$ cat config.mk
export PLATFORM = sky130hd
export DESIGN_NAME = demux1x2_buffered
export DESIGN_NICKNAME = d
export VERILOG_FILES = /design/src/rtl/demux1x2_buffered.sv
export SDC_FILE = /design/constraint.sdc
export NUM_CORES = 1
export LEC_CHECK = 0
export ABC_AREA = 1
export CAP_MARGIN = 25
export CORE_UTILIZATION = 45
export CTS_CLUSTER_SIZE = 12
export DETAILED_ROUTE_END_ITERATION = 10
export DONT_BUFFER_PORTS = 1
export GPL_ROUTABILITY_DRIVEN = 0
export PLACE_DENSITY = 0.7
export SYNTH_ARGS = -nofsm -noshare
export SYNTH_HDL_FRONTEND = slang
export SYNTH_SLANG_ARGS = --single-unit
export TNS_END_PERCENT = 20
$ cat constraint.sdc
create_clock -name clk -period 2.4 [get_ports clk]
set_input_delay 0.36 -clock clk [delete_from_list [all_inputs] [get_ports clk]]
set_output_delay 0.36 -clock clk [all_outputs]
set_load 0.01 [all_outputs]
$ cat src/rtl/demux1x2_buffered.sv
// Registered 1:2 valid/ready demux, one 2-entry FIFO per destination.
// Optional pop counters on out0/out1 when DEMUX1X2_STATS_EN is defined.
module demux1x2_buffered #(
    parameter int n = 32
) (
    input  logic         clk,
    input  logic         rst,
    input  logic         in_valid,
    output logic         in_ready,
    input  logic         in_sel,
    input  logic [n-1:0] in_data,
    output logic         out0_valid,
    input  logic         out0_ready,
    output logic [n-1:0] out0_data,
    output logic         out1_valid,
    input  logic         out1_ready,
    output logic [n-1:0] out1_data
`ifdef DEMUX1X2_STATS_EN
    ,
    output logic [15:0]  out0_count,
    output logic [15:0]  out1_count
`endif
);

    logic [n-1:0] mem_q  [2][2];
    logic [n-1:0] mem_d  [2][2];
    logic [n-1:0] head_q [2];
    logic [n-1:0] head_d [2];
    logic [1:0]   cnt_q  [2];
    logic [1:0]   cnt_d  [2];
    logic [1:0]   wp_q, wp_d;
    logic [1:0]   rp_q, rp_d;
    logic [1:0]   vld, push, pop, ordy;

    assign ordy     = {out1_ready, out0_ready};
    assign in_ready = (cnt_q[in_sel] != 2'd2);

    // head register tracks the entry at the post-update read pointer,
    // so a push into an empty buffer is visible right after its edge
    always_comb begin
        vld    = '0;
        push   = '0;
        pop    = '0;
        wp_d   = wp_q;
        rp_d   = rp_q;
        mem_d  = mem_q;
        cnt_d  = cnt_q;
        head_d = head_q;
        for (int i = 0; i < 2; i++) begin
            vld[i]  = (cnt_q[i] != 2'd0);
            push[i] = in_valid && in_ready && (in_sel == 1'(i));
            pop[i]  = vld[i] && ordy[i];
            if (push[i]) begin
                mem_d[i][wp_q[i]] = in_data;
            end
            wp_d[i]   = wp_q[i] ^ push[i];
            rp_d[i]   = rp_q[i] ^ pop[i];
            cnt_d[i]  = cnt_q[i] + {1'b0, push[i]} - {1'b0, pop[i]};
            head_d[i] = mem_d[i][rp_d[i]];
        end
    end

    always_ff @(posedge clk) begin
        if (rst) begin
            wp_q <= '0;
            rp_q <= '0;
            for (int i = 0; i < 2; i++) begin
                cnt_q[i]    <= '0;
                head_q[i]   <= '0;
                mem_q[i][0] <= '0;
                mem_q[i][1] <= '0;
            end
        end else begin
            wp_q <= wp_d;
            rp_q <= rp_d;
            for (int i = 0; i < 2; i++) begin
                cnt_q[i]    <= cnt_d[i];
                head_q[i]   <= head_d[i];
                mem_q[i][0] <= mem_d[i][0];
                mem_q[i][1] <= mem_d[i][1];
            end
        end
    end

    assign out0_valid = vld[0];
    assign out1_valid = vld[1];
    assign out0_data  = head_q[0];
    assign out1_data  = head_q[1];

`ifdef DEMUX1X2_STATS_EN
    logic [15:0] pops_q [2];

    always_ff @(posedge clk) begin
        if (rst) begin
            pops_q[0] <= '0;
            pops_q[1] <= '0;
        end else begin
            for (int i = 0; i < 2; i++) begin
                if (pop[i]) begin
                    pops_q[i] <= pops_q[i] + 16'd1;
                end
            end
        end
    end

    assign out0_count = pops_q[0];
    assign out1_count = pops_q[1];
`endif

endmodule

Yosys cells after proc, flatten, opt, wreduce, memory -nomap -nowiden --
Index checks and enable logic that the tools add are counted.
Cells by class: equality and inequality tests 1, order comparisons 7, bitwise gates (word level) 10, muxes and demuxes 17, $add $sub $neg 4, reduce and logical (&&, ||, !) cells 9
Operator list (count):
- 32-bit two-way mux | 8
- 64-bit bitwise mux | 2
- 64-bit two-way mux | 2
- 32-bit demux with 1-bit select | 2
- 2-bit >= comparator, second input constant | 5
- 1-bit NOT with 2-bit output | 5
- 1-bit logical AND | 7
- 2-bit two-way mux | 3
- 2-bit by 1-bit adder with 2-bit output | 2
- 2-bit by 1-bit < comparator with 1-bit output, second input constant | 2
- 2-bit nonzero test | 2
- 2-bit by 1-bit subtractor with 2-bit output | 2
- 1-bit XOR | 4
- 2-bit inequality test, second input constant | 1
- 1-bit NOT | 1
Word-level totals: output and inout port bits 67, bits in registers 200

Logic depth before layout (Yosys ltp) --
Gate-level depths: netlist of the first run.
depth after elaboration 11, depth in mapped cells 11, mapped depth without buffers 10

Least setup slack after synthesis of the first run --
Ideal clock, no wire load.
kind in2reg, from input port in_sel, to register cnt_q[3] (netlist name), path buffers 2, data required time 2279 ps, setup time 121 ps, arrival 1727 ps, stages 10, setup slack 553 ps, path through nand3_1 > nand4_1 > buf_4 > buf_2 > ha_1 > inv_1 > ha_1 > xnor2_1 > o21ai_0 > a21oi_1
On the way: longest elaborated chain between the ends 9, elaborated cells on any way between the ends 10, those cells by class 2 x add/sub; 1 x eq/ne; 3 x mux; 2 x bitwise; 2 x reduce/logical
Ends and longest elaborated chain:
- start, declared | RTL line 10 | input logic in_sel,
- 1-bit NOT with 2-bit output (implied by the code) | RTL line 36 | assign in_ready = (cnt_q[in_sel] != 2'd2);
- 2-bit two-way mux (implied by the code) (3 in a row) | RTL line 36
- 2-bit inequality test | RTL line 36
- 1-bit logical AND | RTL line 51 | push[i] = in_valid && in_ready && (in_sel == 1'(i));
- 1-bit logical AND * | RTL line 51
- 2-bit by 1-bit adder with 2-bit output * | RTL line 58 | cnt_d[i] = cnt_q[i] + {1'b0, push[i]} - {1'b0, pop[i]};
- 2-bit by 1-bit subtractor with 2-bit output * | RTL line 58
- end signal, assigned by index | RTL line 77 | cnt_q[i] <= cnt_d[i];
- end, declared | RTL line 29 | logic [1:0] cnt_q [2];
Every way passes the cells marked *; elsewhere a longest branch is shown, timed or not. The select of a mux whose other input is x is not followed. A chain may end at the register's enable or synchronous reset.

Final worst setup path of the first run --
from register cnt_q[3] (netlist name), to register head_q, in the netlist out0_data[28]
On the way: elaborated cells on any way between the ends 14, those cells by class 1 x eq/ne; 7 x mux; 2 x bitwise; 4 x reduce/logical
RTL lines:
- 2-bit nonzero test | RTL line 50 | vld[i] = (cnt_q[i] != 2'd0);
- via out0_valid | RTL line 12 | output logic out0_valid,
- 1-bit logical AND | RTL line 52 | pop[i] = vld[i] && ordy[i];
- 1-bit XOR | RTL line 57 | rp_d[i] = rp_q[i] ^ pop[i];
- 1-bit NOT with 2-bit output (implied by the code) | RTL line 59 | head_d[i] = mem_d[i][rp_d[i]];
- 32-bit two-way mux (implied by the code) (3 in a row) | RTL line 59
- end signal, assigned by index | RTL line 78 | head_q[i] <= head_d[i];
- end, declared | RTL line 27 | logic [n-1:0] head_q [2];
The timed path passes the listed nets, and every way through them passes these cells. The select of a mux whose other input is x is not followed.

==> results.md, run 1 <==
* VDD IR max at 473.4 uV
* Pin count of the biggest net entering global routing at between 100 and 150
* Data arrival, critical path at 2.29 ns
* Share of flip-flops with an asynchronous set or reset after synthesis at 0%
* I/O pin count at approximately 110
* CTS tree: done
* Achievable frequency at 522.4 MHz
* Power density over cell area at 1012 nW/um2
* Total of max-cap violations at 0
* Count of mapped cells out of synthesis at 1358
* Most common flop cell mapped by yosys: sky130_fd_sc_hd__dfxtp_1
* First-pass GRT wire length at roughly 36 mm
* Vias in the first global route at slightly above 7000
* Post-synth top area share at 43.61%
* Post-synth net total at 1400
* Relative slew slack at between 60 and 70%
* Max Clock Skew at a little over 0.008 ns
* Library cell occupying the most area in the post-synthesis netlist: sky130_fd_sc_hd__dfxtp_1
* Worst min-delay path class: primary input to flip-flop
* Core box area at ~20000 um2
* Synthesized flop and latch total at 200
* Clk slew on worst S/H paths at around 0.07 ns
* Iteration count of the initial detailed-routing pass at 5
* Hold Vio Cnt, Final at 0
* DRC viols at 0
* Detailed Route WL at ~22 mm
* Transition time of the tightest slew-check pin at around 0.58 ns
* Leading cell types by total area after synthesis: sky130_fd_sc_hd__dfxtp_1 (44%), sky130_fd_sc_hd__nand2_1 (19%), sky130_fd_sc_hd__nor2_1 (8.2%)
* Largest fanout of any net on the critical path at 18
* Type of origin of the critical path: flip-flop
* Clock insertion delay at the later pin of the skew report at roughly 0.43 ns
* Sequential cell area in the final layout at 4011 um2
* Leakage at around 4.9 nW
* Min Clock Period, post-route at 1.914 ns
* Number of clock sinks at 200
* Max-slew violations at 0
* Final setup violation count at 0
* Total number of yosys warnings at 0
* Number of nets in the finished design at between 1000 and 1500
* Horiz. Die Dim at about 140 um
* Run status: finished, final reports clean
* WP data required at around 2.8 ns
* Maximum number of buffers from clock root to sink at 2
* Vertical extent of the die at between 100 and 150 um
* Post-CTS sizing at 0
* Fraction of layout instances using a drive strength above 1 at under 10%
* Setup repair after global routing missed its margin: false
* Post-Syn Area at just over 9000 um2
* Number of antenna violations at the first check in global routing at 0
* Critical path class: flip-flop to flip-flop
* Congestion Overflow GR at 0
* Post-synth cell types at 20
* Total routing resource utilization after global routing at 22.18%
* Setup TNS at 0 ns
* Commonest non-fill, non-tap cells in the layout: sky130_fd_sc_hd__nand2_1 (459), sky130_fd_sc_hd__nor2_1 (198), sky130_fd_sc_hd__dfxtp_1 (198)
* Clock Tree Root: sky130_fd_sc_hd__clkbuf_16
* TritonCTS buffer count at 17
* Number of hold buffers added after CTS at 4
* Effective utilization at floorplan at between 40% and 50%
* Post-detailed-route via-to-cell ratio at between 4 and 5
* Post-placement setup slack at 0.4851 ns
* EDFF count, synth at 0
* CTS H-tree depth at 4
* Sort of element at the end of the critical path: flip-flop
* Inserted Diodes at 0
* Drt first-iter violations at 452
* Share of synthesized area occupied by flip-flops and latches at 43.61%
* Setup slack after layout at between 0.4 and 0.5 ns
* Wirelength per Cell at 13.98 um
* Layout overhead on the synthesized area at 9.051%
* Total number of placement rows at 51
* Combined area of the multi-input logic cells at 4280 um2
* Final period utilization at between 70% and 80%
* Total of fill cells in the finished design at 1890
* Hpwl dp at 13.72 mm
* Number of cells on the worst reg-to-reg path at 9
* Synth Area per Inst at 6.760 um2
* Depth of the worst hold-timing path at 1
* Number of input and output port buffers inserted at 0
* Overall die area at between 20000 and 25000 um2
* Number of nets with antenna violations after detailed routing at 0
* Most frequent standard cell in the layout excluding fill and tap cells: sky130_fd_sc_hd__nand2_1
* Via count at roughly 8000
* Post-CTS setup repair buffer count at 0
[area by class of cell]
type	instances	share of cell area, %
flip-flops and latches	200	40.07
repair buffers	22	2.650
multi-input cells	937	42.76
clock buffers	21	4.699
inverters	144	5.399
well taps	265	3.312
clock inverters	11	1.112
[worst max-delay path, stage by stage (launching register included)]
cell,delay (ns)
sky130_fd_sc_hd__dfxtp_1,0.34
sky130_fd_sc_hd__inv_1,0.07
sky130_fd_sc_hd__nand2_1,0.18
sky130_fd_sc_hd__nand2_1,0.12
sky130_fd_sc_hd__nand2_1,0.14
sky130_fd_sc_hd__nand2_1,0.10
sky130_fd_sc_hd__nor2_4,0.47
sky130_fd_sc_hd__buf_4,0.28
sky130_fd_sc_hd__nand3_1,0.09
sky130_fd_sc_hd__nand2_1,0.07
[where the power goes]
group | internal (mW) | switching [mW] | leakage (nW)
registers | 3.99 | 0.471 | 1.65
clock network | 1.54 | 1.31 | 0.283
logic | 0.950 | 1.87 | 2.95
[sequential cells by signal, summed over array words and instances (netlist names)]
register   cells
mem_q        128
rp_q           2
out0_data     32
cnt_q          4
wp_q           2
out1_data     32
[layer usage]
| layer | part of all wire, % | track usage, % |
|---|---|---|
| met5 | 0 | 0 |
| met4 | 1.6 | 6.925 |
| met3 | 7.2 | 5.791 |
| met2 | 46 | 37.47 |
| met1 | 45 | 27.46 |
[kinds of logic (layout without fill, tap and decap cells)]
kind of cell | Yosys count | count (layout) | share of synthesized area (%)
flip-flops | 200 | 200 | 43.61
multiplexers | 64 | 64 | 6.978
AND/OR/NAND/NOR | 796 | 796 | 34.52
adder cells (fa/ha/maj) | 4 | 4 | 0.5452
buffers and inverters | 221 | 198 | 10.19
AO/OA/AOI/OAI | 71 | 71 | 3.953
XOR/XNOR | 2 | 2 | 0.1908
[synth_stat cells (all sizes together) (3+ instances only)]
master / instances
dfxtp: 200
mux2i: 64
nand2: 459
clkbuf: 25
ha: 4
nand3: 133
nor2: 202
o21ai: 3
buf: 52
a21oi: 68
inv: 144
[worst paths after layout]
kind | to | startpoint | slack (ns)
worst min register to register | cnt_q[1] | cnt_q[1] | 0.50
worst max-delay path | out0_data[28] | cnt_q[3] | 0.49
worst max register to register | out0_data[28] | cnt_q[3] | 0.49
worst min-delay path | rp_q[0] | rst | 0.03
[stage by stage]
| step | utilization, % | area [um2] | hold WS (ns) | total power [mW] | instances |
|---|---|---|---|---|---|
| 2_1_floorplan | - | 9180 | 0.4581 | 6.627 | 1358 |
| 3_3_place_gp | 47.48 | 9361 | 0.4411 | 7.232 | 1564 |
| 3_5_place_dp | 47.48 | 9361 | 0.4426 | 7.307 | 1564 |
| 4_1_cts | 50.77 | 10010 | 0.005435 | 10.21 | 1600 |
| 5_1_grt | 50.77 | 10010 | 0.001255 | 10.82 | 1600 |
| 6_report | 50.77 | 10010 | 0.02717 | 10.13 | 1600 |
No activity file was read; power rests on OpenSTA's default activity.
==> inputs of run 2 (changes only) <==
PLACE_DENSITY = 0.72   (was 0.7)
clock period = 1.7 ns   (was 2.4 ns; I/O delays follow)
==> run 2 against run 1 <==
The run now ends with negative hold slack left. Combinational power grew 50%. Final cell count grew 0.38%. Critical endpoint is now cnt_q[1]. Largest cell class unchanged. Fmax grew 20%. Routed wire length shrank 6.2%. Sequential share of layout area shrank 0.57 points. Sequential power grew 41%.
==> results.md, run 2 (synthesis gave the netlist of run 1 again) <==
* Critical path class: flip-flop to flip-flop
* Iteration count of the initial detailed-routing pass at 5
* Sort of element at the end of the critical path: flip-flop
* Largest Register: mem_q
* Inserted Diodes at 0
* Number of nets with antenna violations after detailed routing at 0
* Largest fanout of any net on the critical path at 4
* CTS H-tree depth at 4
* Max Clock Skew at 0.01390 ns
* Clock Tree Root: sky130_fd_sc_hd__clkbuf_16
* VDD IR max at ~730 uV
* WL met3 at roughly 1.3 mm
* CTS tree: done
* Drt first-iter violations at between 400 and 500
* Failing checks: negative hold slack
* Layout overhead on the synthesized area at 10.70%
* Setup slack after layout at slightly below 0.1 ns
* Maximum number of buffers from clock root to sink at 2
* Detailed Route WL at ~21 mm
* Post-placement setup slack at 0.07960 ns
* Power density over cell area at about 1400 nW/um2
* Pin count of the biggest net entering global routing at roughly 140
* First-pass GRT wire length at approximately 34 mm
* Worst Min Path Start: rst
* Clock insertion delay at the later pin of the skew report at 0.44 ns
* DRC viols at 0
* Leakage at 4.948 nW
* Critical path's largest stage delay at roughly 0.34 ns
* Crit path launch: cnt_q[0]
* Met1 routed wirelength after detailed routing at 9.929 mm
* Final period utilization at roughly 94%
* Number of antenna violations at the first check in global routing at 0
* Most frequent standard cell in the layout excluding fill and tap cells: sky130_fd_sc_hd__nand2_1
* Number of nets in the finished design at ~1400
* Wirelength per Cell at 13.07 um
* Post-detailed-route via-to-cell ratio at ~5
* Worst Hold Slack at -0.1124 ns
* Placed Area at roughly 9500 um2
* Vertical extent of the die at around 140 um
* Effective utilization at floorplan at between 40% and 50%
* Worst-case register-to-register setup slack at 0.1 ns
* Cells traversed along the worst timing path: inv_2 -> nand3_2 -> nand4_1 -> ha_1 -> inv_1 -> ha_2 -> xnor2_2 -> o21ai_1 -> a21oi_1
* Non-filler instance count after layout at about 1600
* Number of placed instances with taps included at roughly 1600
* Setup TNS at 0 ns
* Cell with the largest stage delay on the worst path: sky130_fd_sc_hd__dfxtp_2
* Run status: complete, but fails checks
* Max-slew violations at 0
* Top Metal Used: met4
* Data arrival, critical path at just under 2 ns
* Total of max-cap violations at 0
* Sequential cell area in the final layout at between 4000 and 5000 um2
* Relative slew slack at 77.33%
* TritonCTS buffer count at 17
* Fraction of layout instances using a drive strength above 1 at approximately 5.7%
* Clk slew on worst S/H paths at 0.08 ns
* Total of fill cells in the finished design at 1851
* Horiz. Die Dim at approximately 140 um
* Via count at between 7000 and 8000
* Commonest non-fill, non-tap cells in the layout: sky130_fd_sc_hd__nand2_1 (459), sky130_fd_sc_hd__nor2_1 (198), sky130_fd_sc_hd__dfxtp_1 (196)
* Final setup violation count at 0
* Flip-flop count of the largest register, all copies and words added at approximately 130
* Number of hold buffers added after CTS at 1
* Overall power of the completed layout at roughly 15 mW
* Achievable frequency at between 600 and 700 MHz
* Min Clock Period, post-route at roughly 1.6 ns
* Core box area at a little under 20000 um2
* WP data required at a little over 2 ns
* Total number of placement rows at 51
* Total length of routed met2 wires at about 9.5 mm
* Setup repair after global routing missed its margin: true
* Number of input and output port buffers inserted at 0
* Cell area after layout at about 10000 um2
* Number of clock sinks at 200
* Type of origin of the critical path: flip-flop
* Final standard cell utilization of the core at between 50% and 60%
* Vias in the first global route at between 6000 and 7000
* Congestion Overflow GR at 0
* Transition time of the tightest slew-check pin at ~0.34 ns
* Total routing resource utilization after global routing at about a fifth
* Overall die area at between 20000 and 25000 um2
* Source of the worst register-to-register timing path: cnt_q[0]
* Combined area of the multi-input logic cells at between 4000 and 5000 um2
* Hold Vio Cnt, Final at between 60 and 70
* Worst min-delay path class: primary input to flip-flop
* I/O pin count at between 100 and 150
* Hpwl dp at 13.28 mm
==> run 2: per-layer routing <==
metal  up-vias  global-route usage, %
li1       4135                      -
met1      3549                  27.88
met2       167                  33.43
met3        18                  5.791
met4         0                  6.648
met5         -                      0
==> run 2: power breakdown <==
| group | internal, mW | switching [mW] | total (mW) |
|---|---|---|---|
| clock network | 2.23 | 1.86 | 4.09 |
| logic | 1.60 | 2.64 | 4.23 |
| registers | 5.64 | 0.630 | 6.27 |
| total | 9.47 | 5.12 | 14.6 |
==> run 2: area by class of cell <==
cell class | count | area share (%)
inverters | 144 | 5.319
flip-flops and latches | 200 | 39.50
clock inverters | 13 | 1.428
repair buffers | 28 | 3.644
multi-input cells | 937 | 42.49
well taps | 265 | 3.263
clock buffers | 19 | 4.359
==> run 2: worst paths after layout <==
| kind | depth (start not counted) | end |
|---|---|---|
| worst max-delay path | 9 | cnt_q[1] |
| worst min-delay path | 1 | mem_q[120] |
| worst max register to register | 9 | cnt_q[1] |
| worst min register to register | 2 | cnt_q[3] |
==> run 2: worst max-delay path: cells and delay by family (launching register included) <==
| kind | cells | cell delay, ns |
|---|---|---|
| AOI/OAI and AO/OA | 2 | 0.17 |
| xor gates and xnor gates | 1 | 0.13 |
| adders and majority gates | 2 | 0.50 |
| buffers and inverters | 2 | 0.08 |
| DFF | 1 | 0.34 |
| and+or+nand+nor | 2 | 0.27 |
==> run 2: timing repair <==
item                                   CTS  global route
endpoints found under the hold margin  131           130
resized for setup                        0             4
setup endpoints to repair                0            13
setup buffers                            0             4
==> inputs of run 3 (changes only) <==
CAP_MARGIN = 20   (was 25)
CORE_UTILIZATION = 57   (was 45)
PLACE_DENSITY = 0.85   (was 0.72)
==> run 3 against run 2 <==
Routed wire length grew 1.3%. Largest power group unchanged. Non-clock buffer count grew 2. Clock power grew 5.6%. Sequential share of layout area shrank 0.22 points. Final cell count shrank 2.9%. Sequential power grew 1%. The flow still finishes with violations (negative hold slack). Critical path depth is the same. Utilization grew 13 points. Global-route usage grew 5.0 points. Count of clock-buffer cells in the layout grew 3. First-iteration DRC count grew 30%.
==> results.md, run 3 (synthesis gave the netlist of run 1 again) <==
* Data arrival, critical path at around 2 ns
* Layout overhead on the synthesized area at 11.33%
* Min Clock Period, post-route at 1.664 ns
* Setup slack after layout at between 0.03 and 0.04 ns
* Family with the most delay on the worst path: adder cells
* Final standard cell utilization of the core at between 60% and 70%
* Commonest non-fill, non-tap cells in the layout: sky130_fd_sc_hd__nand2_1 (459), sky130_fd_sc_hd__nor2_1 (198), sky130_fd_sc_hd__dfxtp_1 (196)
* Max-slew violations at 0
* Cell area after layout at around 10000 um2
* Achievable frequency at 601.0 MHz
* Run status: complete, but fails checks
* DRC viols at 0
* Number of nets in the finished design at ~1400
* Vias in the first global route at around 7400
* WP data required at between 2 and 2.5 ns
* Hpwl dp at 13.32 mm
* Number of antenna violations at the first check in global routing at 0
* Most frequent standard cell in the layout excluding fill and tap cells: sky130_fd_sc_hd__nand2_1
* Relative contribution of combinational cells to total power at 29.3%
* Clock Power Share at roughly 29%
* Number of nets with antenna violations after detailed routing at 0
* Total routing resource utilization after global routing at 26.16%
* Cell with the largest stage delay on the worst path: sky130_fd_sc_hd__ha_1
* Largest Register: mem_q
* Switching part of the total at between 30 and 40%
* Post-placement setup slack at -0.007339 ns
* Reported net switching power at ~5.2 mW
* Internal power summed over all cells at about 10 mW
* Cells traversed along the worst timing path: inv_2 -> nand3_2 -> nand4_1 -> ha_1 -> inv_1 -> ha_2 -> xnor2_2 -> o21ai_1 -> a21oi_1
* Pin count of the biggest net entering global routing at between 100 and 150
* Leakage at 4.979 nW
* CTS H-tree depth at 4
* Maximum number of buffers from clock root to sink at 2
* Number of input and output port buffers inserted at 0
* Effective utilization at floorplan at approximately 58%
* Flip-flop count of the largest register, all copies and words added at around 130
* Detailed Route WL at 21.25 mm
* Iteration count of the initial detailed-routing pass at 6
* Worst Hold Slack at -0.1038 ns
* Drt first-iter violations at between 600 and 700
* Total of fill cells in the finished design at around 1300
* Max Clock Skew at 0.007025 ns
* Wirelength per Cell at between 10 and 15 um
* Clock insertion delay at the later pin of the skew report at 0.43 ns
* Fraction of layout instances using a drive strength above 1 at roughly 6.1%
* Overall power of the completed layout at approximately 15 mW
* Congestion Overflow GR at 0
* Clock Tree Root: sky130_fd_sc_hd__clkbuf_16
* Post-detailed-route via-to-cell ratio at about 5.2
* Critical path's largest stage delay at roughly 0.34 ns
* Final period utilization at ~100%
* Combined area of the multi-input logic cells at 4347 um2
* Worst min-delay path class: primary input to flip-flop
* Type of origin of the critical path: flip-flop
* Placed Area at 9522 um2
* Horiz. Die Dim at 128.9 um
* Relative slew slack at 71.65%
* Vertical extent of the die at about 130 um
* Final setup violation count at 0
* Transition time of the tightest slew-check pin at 0.4252 ns
* Hold Vio Cnt, Final at 130
* CP Buf/Inv Count at 2
* Sort of element at the end of the critical path: flip-flop
* Core box area at 15830 um2
* Part of the power in registers at approximately two fifths
* Overall die area at between 15000 and 20000 um2
* First-pass GRT wire length at approximately 34 mm
* Worst-case register-to-register setup slack at approximately 0.036 ns
* Clk slew on worst S/H paths at 0.07 ns
* Setup repair after global routing missed its margin: true
* Total number of placement rows at 46
* Failing checks: negative hold slack
* VDD IR max at ~960 uV
* Sequential cell area in the final layout at about 4000 um2
* I/O pin count at roughly 110
* Number of clock sinks at 200
* Critical path class: flip-flop to flip-flop
* Largest fanout of any net on the critical path at 4
* Power density over cell area at 1474 nW/um2
* Inserted Diodes at 0
* Via count at 8150
* Total of max-cap violations at 0
* TritonCTS buffer count at 17
* CTS tree: done
==> run 3: cell count changes in the layout (fill, tap and decap cells not counted), sizes merged <==
cell	delta
buf	+2
bufinv	+2
clkbuf	+4
clkinv	-5
clkinvlp	+1
dlygate4sd3	-1
inv	-1
==> run 3: metrics by stage <==
step                        TNS, ns  instances  hold WS, ns
final                             0       1559      -0.1038
after global routing       -0.06066       1559      -0.1261
after CTS                         0       1557      -0.1216
after detailed placement  -0.007339       1524       0.3353
after global placement            0       1524       0.3346
after floorplan            -0.01378       1358       0.4756
==> run 3: area by class of cell <==
class	count	share of cell area [%]
clock buffer	22	4.542
clock inverter	10	1.616
inverter	144	5.289
multi-input combinational	937	42.53
sequential	200	39.28
tap	216	2.644
timing repair buffer	30	4.101
==> run 3: worst paths after layout <==
kind                  from        end  cells past startpoint
setup / recovery  cnt_q[0]   cnt_q[1]                      9
hold / removal         rst  mem_q[11]                      1
setup reg to reg  cnt_q[0]   cnt_q[1]                      9
hold reg to reg   cnt_q[1]   cnt_q[1]                      2
==> run 3: power groups by stage <==
| stage | registers (mW) | logic [mW] | clock network [mW] |
|---|---|---|---|
| CTS | 6.34 | 4.26 | 4.39 |
| global route | 6.44 | 4.95 | 4.56 |
| finish | 6.33 | 4.41 | 4.32 |
| floorplan | 6.22 | 3.19 | 0 |
| global placement | 6.41 | 4.04 | 0 |
| detailed placement | 6.43 | 4.18 | 0 |
==> run 3: repair_timing <==
item	4_1_cts	5_1_grt
gates resized for setup	3	8
endpoints found under the setup margin	2	14
pin swaps	3	6
endpoints found under the hold margin	130	130
cloned	0	0
buffers inserted	1	2
==> run 3: layer usage <==
metal	GRT usage (%)	part of all wire, %	vias to the layer above
met1	32.81	43	3727
li1	-	-	4126
met4	11.56	2.0	0
met2	42.51	48	263
met5	0	0	-
met3	6.653	7.1	34
